<file path="config.mk">
export PLATFORM = sky130hd
export DESIGN_NAME = shift_seq
export DESIGN_NICKNAME = d
export VERILOG_FILES = /design/src/rtl/shift_seq_pkg.sv /design/src/rtl/shift_seq_step.sv /design/src/rtl/shift_seq.sv
export SDC_FILE = /design/constraint.sdc
export NUM_CORES = 1
export LEC_CHECK = 0
export ABC_AREA = 1
export CAP_MARGIN = 30
export CORE_ASPECT_RATIO = 0.5
export CORE_MARGIN = 8
export CORE_UTILIZATION = 55
export DETAILED_ROUTE_END_ITERATION = 10
export DONT_BUFFER_PORTS = 1
export PLACE_DENSITY = 0.7
export SLEW_MARGIN = 5
export SYNTH_ARGS = -nofsm -noshare
export SYNTH_HDL_FRONTEND = slang
export SYNTH_SLANG_ARGS = --single-unit
</file>
<file path="constraint.sdc">
create_clock -name clk -period 4.47 [get_ports clk]
set_clock_uncertainty 0.1 [all_clocks]
set_input_delay 0.6705 -clock clk [delete_from_list [all_inputs] [get_ports clk]]
set_output_delay 0.6705 -clock clk [all_outputs]
set_load 0.02 [all_outputs]
</file>
<file path="src/rtl/shift_seq_pkg.sv">
// Shared encodings and helpers for the shift_seq sequential shifter.
// SHIFT_SEQ_ROTATE_EN enables ROR/ROL; otherwise those ops behave as PASS.
package shift_seq_pkg;

    localparam int AMT_W = 5;
    localparam logic [AMT_W-1:0] CONST_SIXTEEN = 5'd16;

    typedef enum logic [2:0] {
        OP_PASS = 3'b000,
        OP_SLL  = 3'b001,
        OP_SRL  = 3'b010,
        OP_SRA  = 3'b011,
        OP_ROR  = 3'b100,
        OP_ROL  = 3'b101,
        OP_RSV6 = 3'b110,
        OP_RSV7 = 3'b111
    } op_e;

    typedef enum logic [1:0] {
        SRC_OFFSET = 2'b00,
        SRC_CONST  = 2'b01,
        SRC_REGB   = 2'b10,
        SRC_ZERO   = 2'b11
    } src_e;

    typedef enum logic [1:0] {
        ST_IDLE  = 2'b00,
        ST_SHIFT = 2'b01,
        ST_DONE  = 2'b10
    } state_e;

    // Ops that do not move data run with a zero count so they finish immediately.
    function automatic logic op_uses_count(input logic [2:0] op);
        logic uses;
        case (op)
            OP_SLL, OP_SRL, OP_SRA: uses = 1'b1;
`ifdef SHIFT_SEQ_ROTATE_EN
            OP_ROR, OP_ROL:         uses = 1'b1;
`endif
            default:                uses = 1'b0;
        endcase
        return uses;
    endfunction

endpackage

</file>
<file path="src/rtl/shift_seq_step.sv">
// Combinational one-bit shift/rotate step used by shift_seq.
// Rotate cases exist only when SHIFT_SEQ_ROTATE_EN is defined.
module shift_seq_step
    import shift_seq_pkg::*;
(
    input  logic [31:0] data,
    input  logic [2:0]  op,
    output logic [31:0] data_next
);

    // Single-bit step selected by the latched operation
    always_comb begin
        data_next = data;
        case (op)
            OP_SLL:  data_next = {data[30:0], 1'b0};
            OP_SRL:  data_next = {1'b0, data[31:1]};
            OP_SRA:  data_next = {data[31], data[31:1]};
`ifdef SHIFT_SEQ_ROTATE_EN
            OP_ROR:  data_next = {data[0], data[31:1]};
            OP_ROL:  data_next = {data[30:0], data[31]};
`endif
            default: data_next = data;
        endcase
    end

endmodule

</file>
<file path="src/rtl/shift_seq.sv">
// Multi-cycle shifter: IDLE -> SHIFT (one bit per cycle) -> DONE pulse.
// Optional rotate support via SHIFT_SEQ_ROTATE_EN.
module shift_seq
    import shift_seq_pkg::*;
(
    input  logic        clk,
    input  logic        reset,
    input  logic        start,
    input  logic [2:0]  op,
    input  logic [1:0]  src_sel,
    input  logic [15:0] offset,
    input  logic [31:0] reg_a,
    input  logic [31:0] reg_b,
    output logic        busy,
    output logic        done,
    output logic [31:0] result,
    output logic [4:0]  shamt_left
);

    state_e            state_r;
    state_e            state_s;
    logic [31:0]       data_r;
    logic [AMT_W-1:0]  cnt_r;
    op_e               op_r;
    logic              busy_r;
    logic              done_r;
    logic [AMT_W-1:0]  amount_s;
    logic [AMT_W-1:0]  load_cnt_s;
    logic [31:0]       step_s;
    logic              unused_s;

    assign unused_s = ^{offset[15:11], offset[5:0], reg_b[31:5]};

    // Amount source selection
    always_comb begin
        amount_s = 5'd0;
        case (src_sel)
            SRC_OFFSET: amount_s = offset[10:6];
            SRC_CONST:  amount_s = CONST_SIXTEEN;
            SRC_REGB:   amount_s = reg_b[4:0];
            SRC_ZERO:   amount_s = 5'd0;
            default:    amount_s = 5'd0;
        endcase
    end

    assign load_cnt_s = op_uses_count(op) ? amount_s : 5'd0;

    shift_seq_step u_step (
        .data      (data_r),
        .op        (op_r),
        .data_next (step_s)
    );

    // Next-state logic
    always_comb begin
        state_s = state_r;
        case (state_r)
            ST_IDLE: begin
                if (start) begin
                    state_s = ST_SHIFT;
                end else begin
                    state_s = ST_IDLE;
                end
            end
            ST_SHIFT: begin
                if (cnt_r == 5'd0) begin
                    state_s = ST_DONE;
                end else begin
                    state_s = ST_SHIFT;
                end
            end
            ST_DONE: state_s = ST_IDLE;
            default: state_s = ST_IDLE;
        endcase
    end

    // State, datapath and registered status flags
    always_ff @(posedge clk) begin
        if (reset) begin
            state_r <= ST_IDLE;
            data_r  <= 32'd0;
            cnt_r   <= 5'd0;
            op_r    <= OP_PASS;
            busy_r  <= 1'b0;
            done_r  <= 1'b0;
        end else begin
            state_r <= state_s;
            busy_r  <= (state_s == ST_SHIFT);
            done_r  <= (state_s == ST_DONE);
            case (state_r)
                ST_IDLE: begin
                    if (start) begin
                        data_r <= reg_a;
                        cnt_r  <= load_cnt_s;
                        op_r   <= op_e'(op);
                    end
                end
                ST_SHIFT: begin
                    if (cnt_r != 5'd0) begin
                        data_r <= step_s;
                        cnt_r  <= cnt_r - 5'd1;
                    end
                end
                default: ;
            endcase
        end
    end

    assign busy       = busy_r;
    assign done       = done_r;
    assign result     = data_r;
    assign shamt_left = cnt_r;

endmodule

</file>
==> results.toml <==
[status]
status = "finished clean"

[sta]
period_share_pct = 62.96
finalHoldViolCount = 0
fmax_ghz = 0.3553
setup_ws_ns = 1.656
maxSlewViolCount = 0
tightest_slew_ns = 0.8016
timing.hold.ws_ns = 0.3453
period_minus_slack_ns = 2.814
setup_viol = 0
rsz0062_at_grt = "no"
relSlewSlack_pct = 46.37
setup_tns_ns = 0

[drt]
drc_errors = 0
drtIter0Drc = 207
dr.pass1.iters = 5
via_count = 2600
vias_per_cell = 5.274
wl_per_cell_um = 13.22
wl_um = 6516
final_antenna_net_count = 0

[floorplanning]
die_w_um = 113.0
io_pins = 127
die_y_um = 64.53
num_rows = 17
start_util_pct = 57.98
die-area_sq_um = 7294
core_area_sq_um = 4467

[setup_path]
arrival_ns = 2.90
start_kind = "flip-flop"
crit_type = "flip-flop to flip-flop"
cp-end-kind = "flip-flop"
cp_max_fo = 60
cp.required_ns = 4.55
reg2reg_from = "state_r[1]"
startpoint = "state_r[1]"

[placement]
hpwl_um = 4646
placed_area_sq_um = 2560
io_buffer_count = 0
globalplace.congestion = 0.8467
dp_slack_ns = 1.686

[clock_network]
cts_root_buf = "clkbuf_8"
cts.sinks = 44
cts_tree = "yes"
clock_latency_ns = 0.29
post_cts_buffers = 0
cts_buffer_depth = 2
cts-htree-levels = 2
cts_resized = 0
cts_buffers = 5
path_clk_slew_ns = 0.08
hold_buffers = 0

[pwr]
p_leak_nw = 1.342
ir_drop_uv = 213.9
p_per_area_nw_per_um2 = 468.3

[synth]
netlist_area_sq_um = 2590
ys_warn_count = 0
synth_cell_types = 21
synth-seq-area-share_pct = 34.01
syn_inst = 447
avgSynthCellArea_sq_um = 5.794
ys_seq_elements = 44
syn_nets = 536

[cells_and_area]
final_area_sq_um = 2650
final_common_cell = "nand2_1"
antennaDiodeCount = 0
fin_nets = 524
syn_to_final_growth_pct = 2.319
layout_common_cells = "187 x nand2_1, 79 x nor2_1, 44 x inv_1, 44 x dfxtp_1, 43 x nand3_1"
layout-drive-gt1-share_pct = 4.587

[grt]
grt_pass1_wl_um = 10630
grt-ovfl-total = 0
grt_use_total_pct = 17.28
grt_max_degree = 61
antenna_found_initial = 0
grt_pass1_vias = 2329

[hold_path]
min_path_type = "input port to flip-flop"
min_from = "reset"

[job]
cap_violations = 0
[worst max-delay path: stages, from the launching register on]
cell,delay (ns)
dfxtp_1,0.34
inv_2,0.07
nand2_2,0.45
nor2_4,0.78
nand2_2,0.17
nand2_4,0.49
nand2_1,0.13
nand2_1,0.09
nor2_1,0.05
[metal layers]
| metal | global-route usage, % | vias up | part of all wire, % |
|---|---|---|---|
| met5 | 0 | - | 0 |
| met4 | 2.796 | 0 | 0.92 |
| met3 | 8.403 | 8 | 12 |
| met2 | 29.97 | 96 | 45 |
| met1 | 19.32 | 1168 | 42 |
| li1 | - | 1328 | - |
[cells in the mapped netlist (all sizes together)]
| library cell | count | area share (%) |
|---|---|---|
| nand4 | 1 | 0.24 |
| nand2 | 192 | 29 |
| nor2 | 84 | 13 |
| inv | 45 | 6.5 |
| clkbuf | 3 | 0.43 |
| or2 | 1 | 0.24 |
| o21ai | 10 | 1.9 |
| dfxtp | 44 | 34 |
| buf | 17 | 4.5 |
| ha | 1 | 0.48 |
| nor3 | 1 | 0.19 |
| nand3 | 44 | 8.7 |
| a21oi | 4 | 0.77 |
[worst paths after layout]
kind                endpoint  slack [ns]  depth (start not counted)
setup / recovery  result[18]        1.66                          8
setup reg to reg  result[18]        1.66                          8
hold / removal    state_r[1]        0.35                          1
hold reg to reg      op_r[0]        0.37                          2
[logic make-up (layout without fill, tap and decap cells)]
logic type | Yosys count | after routing | synth area share (%)
fa+ha+maj | 1 | 1 | 0.4830
flops | 44 | 44 | 34.01
buf+inv | 65 | 54 | 11.50
compound gates | 14 | 14 | 2.705
simple gates | 323 | 323 | 51.30
[where the power goes]
group	total, mW	switching (mW)	internal (mW)	leakage (nW)
Clock	0.253	0.127	0.126	0.0455
Sequential	0.634	0.168	0.466	0.364
Combinational	0.353	0.234	0.119	0.933
[flip-flops by register name, summed over array words and instances, names as in the netlist]
name        cells
state_r         2
op_r            3
done            1
result         32
busy            1
shamt_left      5
[final cells by class]
type	instances	area, sq um
clock buffers	8	90.09
fillers	471	1817
inverters	45	168.9
multi-input cells	338	1411
flip-flops and latches	44	880.8
well taps	57	71.32
repair buffers	1	27.53
[stage by stage]
step | utilization (%) | power, mW | cells
2_1_floorplan | - | 0.9333 | 447
3_3_place_gp | 56.69 | 0.9729 | 484
3_5_place_dp | 57.31 | 0.9953 | 485
4_1_cts | 59.33 | 1.251 | 493
5_1_grt | 59.33 | 1.345 | 493
6_report | 59.33 | 1.241 | 493
No activity file was read; power rests on OpenSTA's default activity.
